==> config.mk <==
export PLATFORM = sky130hd
export DESIGN_NAME = router_pkt_gen
export DESIGN_NICKNAME = d
export VERILOG_FILES = /design/src/rtl/router_pkt_gen.sv
export SDC_FILE = /design/constraint.sdc
export NUM_CORES = 1
export LEC_CHECK = 0
export ABC_AREA = 0
export CAP_MARGIN = 20
export CELL_PAD_IN_SITES_DETAIL_PLACEMENT = 1
export CELL_PAD_IN_SITES_GLOBAL_PLACEMENT = 1
export CORE_ASPECT_RATIO = 0.75
export CORE_UTILIZATION = 35
export CTS_BUF_LIST = sky130_fd_sc_hd__clkbuf_4 sky130_fd_sc_hd__clkbuf_8 sky130_fd_sc_hd__clkbuf_16
export DETAILED_ROUTE_END_ITERATION = 8
export PLACE_DENSITY = 0.78
export SETUP_SLACK_MARGIN = 0.2
export SYNTH_ARGS = -nofsm -noshare
export SYNTH_HDL_FRONTEND = slang
export SYNTH_SLANG_ARGS = --single-unit
==> constraint.sdc <==
create_clock -name clock -period 3.4 [get_ports clock]
set_clock_uncertainty 0.2 [all_clocks]
set_input_delay 0.68 -clock clock [delete_from_list [all_inputs] [get_ports clock]]
set_output_delay 0.68 -clock clock [all_outputs]
set_load 0.02 [all_outputs]
==> src/rtl/router_pkt_gen.sv <==
// Framed packet source for the 1xN router input port: header {len,addr}, LFSR payload,
// XOR parity word (optionally corrupted), then a forced idle gap. Honours router busy.
module router_pkt_gen #(
   parameter int                    DATA_WIDTH = 8,
   parameter int                    ADDR_WIDTH = 2,
   parameter int                    LEN_WIDTH  = 6,
   parameter int                    NUM_DEST   = 3,
   parameter logic [DATA_WIDTH-1:0] LFSR_TAPS  = DATA_WIDTH'(8'hB8),
   parameter int                    GAP_CYCLES = 2,
   parameter int                    CNT_WIDTH  = 16
) (
   input  logic                  clock,
   input  logic                  reset,
   input  logic                  start,
   input  logic [ADDR_WIDTH-1:0] cfg_addr,
   input  logic [LEN_WIDTH-1:0]  cfg_len,
   input  logic [DATA_WIDTH-1:0] cfg_seed,
   input  logic                  cfg_corrupt,
   input  logic                  busy,
   output logic [DATA_WIDTH-1:0] data_in,
   output logic                  pkt_valid,
   output logic                  gen_busy,
   output logic                  done,
   output logic                  cfg_err,
   output logic [CNT_WIDTH-1:0]  pkt_count
);

   // The IDLE cycle that samples start is itself the last zero cycle on the bus, so the
   // GAP state only covers the remaining GAP_CYCLES-1; back-to-back packets are then
   // separated by exactly GAP_CYCLES idle bus cycles.
   localparam int GAP_HOLD = (GAP_CYCLES > 1) ? GAP_CYCLES - 1 : 0;
   localparam int GW       = (GAP_HOLD > 1) ? $clog2(GAP_HOLD) : 1;

   typedef enum logic [2:0] {
      S_IDLE,
      S_HEADER,
      S_PAYLOAD,
      S_PARITY,
      S_GAP
   } state_t;

   state_t                state_q, state_d;
   logic [DATA_WIDTH-1:0] data_q, data_d;
   logic                  pkt_valid_q, pkt_valid_d;
   logic                  gen_busy_q, gen_busy_d;
   logic                  done_q, done_d;
   logic                  cfg_err_q, cfg_err_d;
   logic [CNT_WIDTH-1:0]  pkt_count_q, pkt_count_d;
   logic [DATA_WIDTH-1:0] lfsr_q, lfsr_d;
   logic [DATA_WIDTH-1:0] parity_q, parity_d;
   logic [LEN_WIDTH-1:0]  len_q, len_d;
   logic                  corrupt_q, corrupt_d;
   logic [LEN_WIDTH-1:0]  word_cnt_q, word_cnt_d;
   logic [GW-1:0]         gap_cnt_q, gap_cnt_d;

   logic [DATA_WIDTH-1:0] hdr;
   logic [DATA_WIDTH-1:0] lfsr_adv;
   logic [DATA_WIDTH-1:0] par_acc;
   logic                  cfg_ok;

   assign hdr      = {cfg_len, cfg_addr};
   assign lfsr_adv = (lfsr_q >> 1) ^ (lfsr_q[0] ? LFSR_TAPS : '0);
   assign par_acc  = parity_q ^ data_q;
   assign cfg_ok   = (32'(cfg_addr) < NUM_DEST) && (cfg_len != '0);

   always_comb begin
      state_d     = state_q;
      data_d      = data_q;
      pkt_valid_d = pkt_valid_q;
      done_d      = 1'b0;
      cfg_err_d   = 1'b0;
      pkt_count_d = pkt_count_q;
      lfsr_d      = lfsr_q;
      parity_d    = parity_q;
      len_d       = len_q;
      corrupt_d   = corrupt_q;
      word_cnt_d  = word_cnt_q;
      gap_cnt_d   = gap_cnt_q;

      case (state_q)
         S_IDLE: begin
            if (start) begin
               if (cfg_ok) begin
                  state_d     = S_HEADER;
                  data_d      = hdr;
                  pkt_valid_d = 1'b1;
                  parity_d    = hdr;
                  // an all-zero seed would lock the LFSR
                  lfsr_d      = (cfg_seed == '0) ? DATA_WIDTH'(1) : cfg_seed;
                  len_d       = cfg_len;
                  corrupt_d   = cfg_corrupt;
                  word_cnt_d  = '0;
               end else begin
                  cfg_err_d = 1'b1;
               end
            end
         end
         S_HEADER: begin
            if (!busy) begin
               state_d = S_PAYLOAD;
               data_d  = lfsr_q;
            end
         end
         S_PAYLOAD: begin
            if (!busy) begin
               parity_d   = par_acc;
               lfsr_d     = lfsr_adv;
               word_cnt_d = word_cnt_q + LEN_WIDTH'(1);
               if (word_cnt_q == len_q - LEN_WIDTH'(1)) begin
                  state_d     = S_PARITY;
                  data_d      = par_acc ^ DATA_WIDTH'(corrupt_q);
                  pkt_valid_d = 1'b0;
               end else begin
                  data_d = lfsr_adv;
               end
            end
         end
         S_PARITY: begin
            if (!busy) begin
               done_d      = 1'b1;
               pkt_count_d = pkt_count_q + CNT_WIDTH'(1);
               data_d      = '0;
               gap_cnt_d   = '0;
               state_d     = (GAP_HOLD == 0) ? S_IDLE : S_GAP;
            end
         end
         S_GAP: begin
            if (gap_cnt_q == GW'(GAP_HOLD - 1)) state_d = S_IDLE;
            else                                gap_cnt_d = gap_cnt_q + GW'(1);
         end
         default: state_d = S_IDLE;
      endcase

      gen_busy_d = (state_d != S_IDLE);
   end

   always_ff @(posedge clock or posedge reset) begin
      if (reset) begin
         state_q     <= S_IDLE;
         data_q      <= '0;
         pkt_valid_q <= 1'b0;
         gen_busy_q  <= 1'b0;
         done_q      <= 1'b0;
         cfg_err_q   <= 1'b0;
         pkt_count_q <= '0;
         lfsr_q      <= '0;
         parity_q    <= '0;
         len_q       <= '0;
         corrupt_q   <= 1'b0;
         word_cnt_q  <= '0;
         gap_cnt_q   <= '0;
      end else begin
         state_q     <= state_d;
         data_q      <= data_d;
         pkt_valid_q <= pkt_valid_d;
         gen_busy_q  <= gen_busy_d;
         done_q      <= done_d;
         cfg_err_q   <= cfg_err_d;
         pkt_count_q <= pkt_count_d;
         lfsr_q      <= lfsr_d;
         parity_q    <= parity_d;
         len_q       <= len_d;
         corrupt_q   <= corrupt_d;
         word_cnt_q  <= word_cnt_d;
         gap_cnt_q   <= gap_cnt_d;
      end
   end

   assign data_in   = data_q;
   assign pkt_valid = pkt_valid_q;
   assign gen_busy  = gen_busy_q;
   assign done      = done_q;
   assign cfg_err   = cfg_err_q;
   assign pkt_count = pkt_count_q;

endmodule

Yosys cells after proc, flatten, opt, wreduce, memory -nomap -nowiden
Cells that the tools add are included. W data, S select, Z words.

Register bits after elaboration: 61. Input port bits: 21. Output and inout port bits: 28. Word-level logic and storage cells: 87.

Equality and inequality tests: 11. Magnitude comparators: 1. Bitwise gates (word level): 4. Reduce and logical (&&, ||, !) cells: 14. $add $sub $neg: 4. Mux-type cells: 40.

Operators by type and width (number): $mux W8 (12); $pmux W8 S2 (2); $pmux W8 S4 (1); $mux W3 (7); $mux W6 (3); $add A16 B1 Y16 const B (1); $pmux W3 S5 (1); $ne A2 B2 Y1 const B (6); $pmux W6 S2 (1); $mux W1 (11); $logic_not A8 Y1 (1); $xor A7 B8 Y8 (1); $xor A8 B1 Y8 (1); $xor A8 B8 Y8 (1); $add A6 B1 Y6 const B (1); $eq A3 B2 Y1 const B (2); $eq A6 B6 Y1 (1); $reduce_and A6 Y1 (1); $reduce_bool A6 Y1 (1); $sub A6 B1 Y6 const B (1); $reduce_and A5 Y1 (1); $pmux W1 S2 (2); $reduce_and A2 Y1 (2); $reduce_and A4 Y1 (1); other kinds (11) (12).

Logic depth before layout (Yosys ltp)
Gate-level depths: netlist (run 1).

Word-level depth: 6. Mapped depth: 8. Gate-level depth less buffers: 7.

Worst setup path before layout (run 1)
Ideal clock, no wire load.

Kind: input to register. From: input busy. To: register pkt_count_q[15], in the netlist pkt_count[15]. Setup time: 79 ps. Data required time: 3121 ps. Stages: 8. Setup slack: 1027 ps. Arrival: 2094 ps. Path buffers: 3. Cells stage by stage: buf_2 nor4bb_1 buf_2 nand4_1 or2_1 clkbuf_1 nor3_2 xor2_1.

Cells in the longest elaborated chain, start to end: 2.

Ends and longest elaborated chain: start: declaration (line 19) `input logic busy,`; $not A1 Y1 (no source line); $reduce_and A2 Y1 (no source line); end signal: assignment (line 159) `pkt_count_q <= pkt_count_d;`; end: declaration (line 48) `logic [CNT_WIDTH-1:0] pkt_count_q, pkt_count_d;`.

Every way passes these cells. A chain may end at the register's enable or synchronous reset.

Worst setup path in the final report (run 1)
From: input start. To: register parity_q[2].

Cells in the longest elaborated chain, start to end: 2.

Ends and longest elaborated chain: start: declaration (line 14) `input logic start,`; $ne A2 B2 Y1 (no source line); $reduce_and A4 Y1 (no source line); end signal: assignment (line 161) `parity_q <= parity_d;`; end: declaration (line 50) `logic [DATA_WIDTH-1:0] parity_q, parity_d;`.

Every way passes these cells.

==> impl_summary.log, run 1 <==
[metrics] mean number of vias per cell: 5.537
[metrics] total length of routed wires: 10270 um
[metrics] Pins Over Slew Limit: 0
[metrics] via count of the first global-routing pass: between 2000 and 3000
[metrics] Hold Crit Endpoint: pkt_count[15]
[metrics] number of cells produced by synthesis: approximately 360
[metrics] endpoint required time on the critical path: approximately 3400 ps
[metrics] number of flops mapped to enable cells by yosys: 0
[metrics] Vias: around 3000
[metrics] residual overflow from global routing: 0
[metrics] CTS-repair resized insts: 0
[metrics] Final Hold Fails: 0
[metrics] setup total negative slack: 0 ps
[metrics] FFs w/ async S/R, synth: 1.000
[metrics] static power due to leakage: about 1.7 nW
[metrics] Max IR drop VDD: between 0.0003 and 0.0004 V
[metrics] Layout Utilization: 0.4654
[metrics] x dimension of the die: ~110 um
[metrics] slew at the pin closest to its max-slew limit: 926.7 ps
[metrics] worst-skew pair later-pin latency: roughly 330 ps
[metrics] die boundary height: around 86 um
[metrics] Worst Path Class, Setup: input pin to flip-flop
[metrics] number of synthesized register bits: 60
[metrics] largest net degree at the start of global routing: 34
[metrics] number of cells on the worst reg-to-reg path: 6
[metrics] Die Outline Area: 0.009842 mm2
[metrics] clock-pin transition on the worst setup and hold timing paths: roughly 50 ps
[metrics] core footprint: about 0.009 mm2
[metrics] routability congestion estimate: ~0.87
[metrics] number of DRC markers after the initial detailed-route iteration: between 150 and 200
[metrics] startpoint of the most critical hold path: pkt_count[15]
[metrics] minimum hold slack: 288.0 ps
[metrics] number of distinct library cells after synthesis: 55
[metrics] Net Count, Synth: roughly 380
[metrics] Antenna Cells: 0
[metrics] post-route insts no fill: 540
[metrics] startpoint type of the worst setup path: input pin
[metrics] R2R Path End: parity_q[2]
[metrics] Max clock buf depth: 2
[metrics] initial antenna violation count: 0
[metrics] Avg Inst Size Synth: roughly 9.3 um2
[metrics] clock tree from TritonCTS: built
[metrics] first-pass GRT wire length: between 15000 and 20000 um
[metrics] netlist area before placement: 0.003306 mm2
[metrics] Max Cap Violations: 0
[metrics] worst hold path depth: 1
[metrics] Final setup viols: 0
[metrics] setup repair after global routing missed its margin: false
[metrics] count of yosys warnings during synthesis: 0
[metrics] overall routing resource usage: 0.2235
[metrics] dominant synthesized flop cell: dfrtp_1
[metrics] TritonRoute pass-1 iters: 4
[metrics] largest fanout of any net on the critical path: 16
[metrics] Std-Cell Rows: 30
[metrics] sequential fraction of the synthesis area: 0.4542
[metrics] count of port buffers added during placement: 48
[metrics] Period Utilization, post-route: 0.8648
[metrics] Total Nets Final: ~430
[metrics] fraction of final layout cells sized beyond drive strength 1: 0.09951
[metrics] startpoint of the worst-slack reg-to-reg timing path: state_q[1]
[metrics] outcome: finished, final reports clean
[metrics] detail-routed net length per standard cell: 19.02 um
[metrics] Inserted Clock Buffers: 9
[metrics] maximum level of the CTS H-tree: 3
[metrics] Slew HR: 0.3809
[metrics] initial core utilization: 0.3624
[metrics] number of antenna-violating nets in the routed design: 0
[metrics] minimum period implied by the final worst setup slack: 2940 ps
[metrics] class of the tightest hold or removal check: flip-flop to flip-flop
[metrics] dpl hpwl: 7376 um
[metrics] power density cells: ~940 mW/mm2
[metrics] number of top-level design ports: between 40 and 50
[metrics] critical path endpoint category: flip-flop
[metrics] maximum clock rate: 0.3401 GHz
[metrics] # Post-CTS Setup Buffers: 0
[metrics] drc violations: 0
[metrics] clock root buffer: clkbuf_16
[metrics] CTS Sinks: 60
[metrics] Arr. time, crit path: roughly 2900 ps
[metrics] Placed Instances: ~520
[metrics] synth-to-layout area growth: 28.43%
[metrics] # hold bufs at CTS: 0
[metrics] slack of the worst reg-to-reg path: approximately 570 ps
cells in the mapped netlist (3+ instances only):
cell      count  area [um2]
a21oi_1      24       120.1
o21ai_0      16       80.08
nor3b_1       9       67.56
nand2b_1      5       31.28
clkbuf_1     13       48.80
a31oi_1       5       31.28
nor3_1       10       50.05
nand3_1       8       40.04
a221oi_1      3       26.28
inv_1         9       33.78
nor2_1       41       153.9
o22ai_1       4       25.02
xnor2_1      26       227.7
nand4_1      10       62.56
mux2i_1       4       40.04
dfrtp_1      60        1501
a22oi_1       3       22.52
ha_1          3       37.54
buf_2         5       25.02
a211o_1       3       26.28
a32o_1        5       50.05
nand2_1      35       131.4
xor2_1       12       105.1
stage by stage:
stage	area [um2]	power (mW)	setup WS (ps)
2_1_floorplan	3306	2.454	1027
3_3_place_gp	3971	3.003	239.4
3_5_place_dp	3971	3.094	139.6
4_1_cts	4245	3.968	474.5
5_1_grt	4245	4.204	324.1
6_report	4245	3.975	459.8
layout by cell type, fill, tap and decap left out, types with 2 or more instances in the layout:
cell              n
nand2b_1          5
mux2_2            2
nor4_1            2
nand3_1           8
o2111ai_1         2
clkdlybuf4s50_1  48
a21oi_1          24
xor2_1           12
buf_4            12
clkbuf_16         9
nor4bb_1          2
inv_1             8
a31oi_1           5
o21ai_0          16
mux2i_1           4
a221oi_1          3
ha_1              3
nor3b_1           9
o21bai_1          2
xnor2_1          26
a221o_1           2
nand4_1          10
or3_1             2
nor2_1           41
nand2_1          35
o31ai_1           2
o22ai_1           4
nor3_1           10
a211o_1           3
clkinv_2          4
nand3b_1          2
nor2b_1           2
dfrtp_1          60
a22oi_1           3
a32o_1            5
logic make-up after synthesis:
logic type | after synthesis | synth area share
xor gates and xnor gates | 38 | 0.1007
adders and majority gates | 3 | 0.01136
DFF | 60 | 0.4542
AOI/OAI and AO/OA | 82 | 0.1669
muxes | 6 | 0.01893
and+or+nand+nor | 137 | 0.2097
buffers and inverters | 29 | 0.03823
critical path, stage by stage:
cell,delay (ps)
clkdlybuf4s50_1,460
or4b_1,520
a211oi_4,550
nor2_1,160
buf_4,230
o21ai_0,210
o21ai_0,130
worst max-delay path by stage:
| stage | end | start | cells after the start |
|---|---|---|---|
| after floorplan | pkt_count[15] | busy | 8 |
| after CTS | parity_q[2] | start | 7 |
| final | parity_q[2] | start | 7 |
| after global routing | parity_q[2] | start | 7 |
| after detailed placement | parity_q[2] | start | 7 |
| after global placement | data_in[6] | start | 6 |
report_power, final:
part           internal (mW)  leakage [nW]  switching (mW)  total (mW)
combinational          0.783         0.853            1.00        1.79
clock                  0.515         0.138           0.334       0.849
sequential             0.968         0.754           0.371        1.34
routing by layer:
layer	global-route usage	vias to the layer above	wire length (um)
met4	0.07202	0	151
met5	0	-	0
met2	0.3427	102	4644
met1	0.3109	1509	4820
met3	0.05300	11	652
li1	-	1368	-
registers in the layout, indices dropped and copies added, names as in the netlist:
signal and cells:
word_cnt_q 6, done 1, len_q 6, pkt_valid 1, data_in 8, parity_q 8, lfsr_q 8, corrupt_q 1
gen_busy 1, pkt_count 16, state_q 3, cfg_err 1
layout make-up:
cell class,instances,area [um2]
clock buffer,11,246.5
clock inverter,5,27.53
fill,1053,4876
inverter,9,33.78
multi-input combinational,266,1685
sequential,60,1501
tap,128,160.2
timing repair buffer,61,590.6
No activity file was read; power rests on OpenSTA's default activity.
==> inputs of run 2 (changes only) <==
CORE_UTILIZATION = 40   (was 35)
GPL_ROUTABILITY_DRIVEN = 0   (was unset)
PLACE_DENSITY = 0.86   (was 0.78)
==> run 2 against run 1 <==
  * Final cell count decreased by 5.0%
  * Flip-flop and latch count stayed put
  * Non-clock buffer count down 2
  * First-iteration DRC count decreased by 21%
  * Cell area fell by 2.6%
  * Sequential share of layout area is 0.93 points higher
==> impl_summary.log, run 2 (same netlist as run 1, synthesis figures left out) <==
[metrics] number of top-level design ports: 49
[metrics] static power due to leakage: 1.705 nW
[metrics] Die Outline Area: approximately 0.0086 mm2
[metrics] CTS Sinks: 60
[metrics] detail-routed net length per standard cell: slightly below 20 um
[metrics] die boundary height: slightly above 80 um
[metrics] critical path endpoint category: flip-flop
[metrics] minimum hold slack: around 280 ps
[metrics] pre-CTS setup slack: 251.7 ps
[metrics] x dimension of the die: ~110 um
[metrics] fraction of final layout cells sized beyond drive strength 1: 0.09069
[metrics] Worst Path Class, Setup: input pin to flip-flop
[metrics] switching component of the power: about 1.6 mW
[metrics] drc violations: 0
[metrics] Slew HR: 0.4145
[metrics] sequential fraction of design power: 0.350
[metrics] Sw Share: 0.4321
[metrics] Non-Filler Cell Area, Final: 0.004136 mm2
[metrics] clock root buffer: clkbuf_8
[metrics] commonest non-fill, non-tap cell in the layout: dfrtp_1
[metrics] initial antenna violation count: 0
[metrics] maximum clock rate: roughly 0.35 GHz
[metrics] core footprint: 0.007953 mm2
[metrics] outcome: finished, final reports clean
[metrics] Std-Cell Rows: 28
[metrics] residual overflow from global routing: 0
[metrics] Arr. time, crit path: just under 3000 ps
[metrics] multi-input logic area: 0.001685 mm2
[metrics] synth-to-layout area growth: 25.13%
[metrics] register area: 0.001501 mm2
[metrics] startpoint type of the worst setup path: input pin
[metrics] Post-Place Cell Area: approximately 0.0039 mm2
[metrics] initial core utilization: 0.4157
[metrics] largest net degree at the start of global routing: 54
[metrics] Layout Utilization: 0.5201
[metrics] dpl hpwl: around 7000 um
[metrics] highest-count cells in the layout ignoring fill and taps: dfrtp_1, clkdlybuf4s50_1, nor2_1, nand2_1, xnor2_1
[metrics] first-pass GRT wire length: ~16000 um
[metrics] worst-skew pair later-pin latency: roughly 350 ps
[metrics] Inserted Clock Buffers: 9
[metrics] overall routing resource usage: 0.2453
[metrics] total length of routed wires: ~10000 um
[metrics] Max IR drop VDD: around 0.00038 V
[metrics] max reg flops: 16
[metrics] minimum period implied by the final worst setup slack: between 2000 and 3000 ps
[metrics] power density cells: slightly above 900 mW/mm2
[metrics] Total Nets Final: roughly 430
[metrics] endpoint required time on the critical path: between 3000 and 4000 ps
[metrics] Slowest cell on crit path: or4b_1
[metrics] fill cell count: between 800 and 900
[metrics] number of antenna-violating nets in the routed design: 0
[metrics] slew at the pin closest to its max-slew limit: roughly 880 ps
[metrics] via count of the first global-routing pass: between 3000 and 4000
[metrics] setup total negative slack: 0 ps
[metrics] portion of total power attributed to combinational logic: 0.467
[metrics] clock share of power: 0.183
[metrics] Top Family by Delay on Critical Path: buffers and inverters
[metrics] # hold bufs at CTS: 0
[metrics] Period Utilization, post-route: 0.8357
[metrics] maximum level of the CTS H-tree: 3
[metrics] Critical path buffers and inverters: 2
[metrics] Setup WS post-layout: ~560 ps
[metrics] count of port buffers added during placement: 48
[metrics] clock-pin transition on the worst setup and hold timing paths: 70 ps
[metrics] Final Hold Fails: 0
[metrics] internal power consumption: between 2 and 2.5 mW
[metrics] critical path cell sequence: clkdlybuf4s50_1 > or4b_1 > a211oi_4 > buf_4 > nand2_1 > a32o_1 > o22ai_1
[metrics] Max clock buf depth: 2
[metrics] Final setup viols: 0
[metrics] # Post-CTS Setup Buffers: 0
[metrics] delay contributed by the slowest stage of the critical path: 520 ps
[metrics] Vias: 2989
[metrics] Antenna Cells: 0
[metrics] setup repair after global routing missed its margin: false
[metrics] TritonRoute pass-1 iters: 4
[metrics] mean number of vias per cell: between 5 and 6
[metrics] CTS-repair resized insts: 0
[metrics] Max Cap Violations: 0
[metrics] clock tree from TritonCTS: built
[metrics] number of DRC markers after the initial detailed-route iteration: 150
[metrics] class of the tightest hold or removal check: flip-flop to flip-flop
[metrics] largest fanout of any net on the critical path: 22
[metrics] Pins Over Slew Limit: 0
[run 2: power groups by stage]
stage	combinational, mW	clock (mW)	sequential (mW)
finish	1.77	0.693	1.33
floorplan	1.16	0	1.29
global placement	1.67	0	1.30
detailed placement	1.74	0	1.33
CTS	1.76	0.706	1.32
global route	1.95	0.732	1.37
[run 2: worst register-to-register path, stage by stage (launching register included)]
cell and delay [ps]:
dfrtp_1 530, or4b_1 660, a211oi_4 440, buf_4 340, nand2_1 140, a32o_1 220, o22ai_1 130
[run 2: per-layer routing]
metal  vias up  global-route usage  wire length [um]
li1       1360                   -                 -
met1      1520              0.3184              4510
met2        88              0.3871              4680
met3        21             0.07384               600
met4         0             0.09589               196
met5         -                   0                 0
[run 2: worst paths after layout]
kind                               start            end  slack (ps)  cells past startpoint
max                                start     data_in[5]         560                      7
min                        pkt_count[15]  pkt_count[15]         280                      1
max reg2reg                   state_q[1]     data_in[5]         660                      6
min reg2reg                pkt_count[15]  pkt_count[15]         280                      1
max in group asynchronous          reset      lfsr_q[7]        2100                      3
min in group asynchronous          reset  pkt_count[10]         350                      2
[run 2: area by class of cell]
cell class / instances / share of cell area
Timing Repair Buffer: 59 / 0.1391
Multi-Input combinational cell: 266 / 0.4074
Sequential cell: 60 / 0.3630
Inverter: 9 / 0.008167
Clock buffer: 13 / 0.04325
Clock inverter: 1 / 0.007260
Tap cell: 105 / 0.03176
[run 2: per-stage QoR]
stage / std cells / total power [mW]
floorplan: 355 / 2.454
global placement: 499 / 2.973
detailed placement: 499 / 3.067
CTS: 513 / 3.790
global route: 513 / 4.048
finish: 513 / 3.797
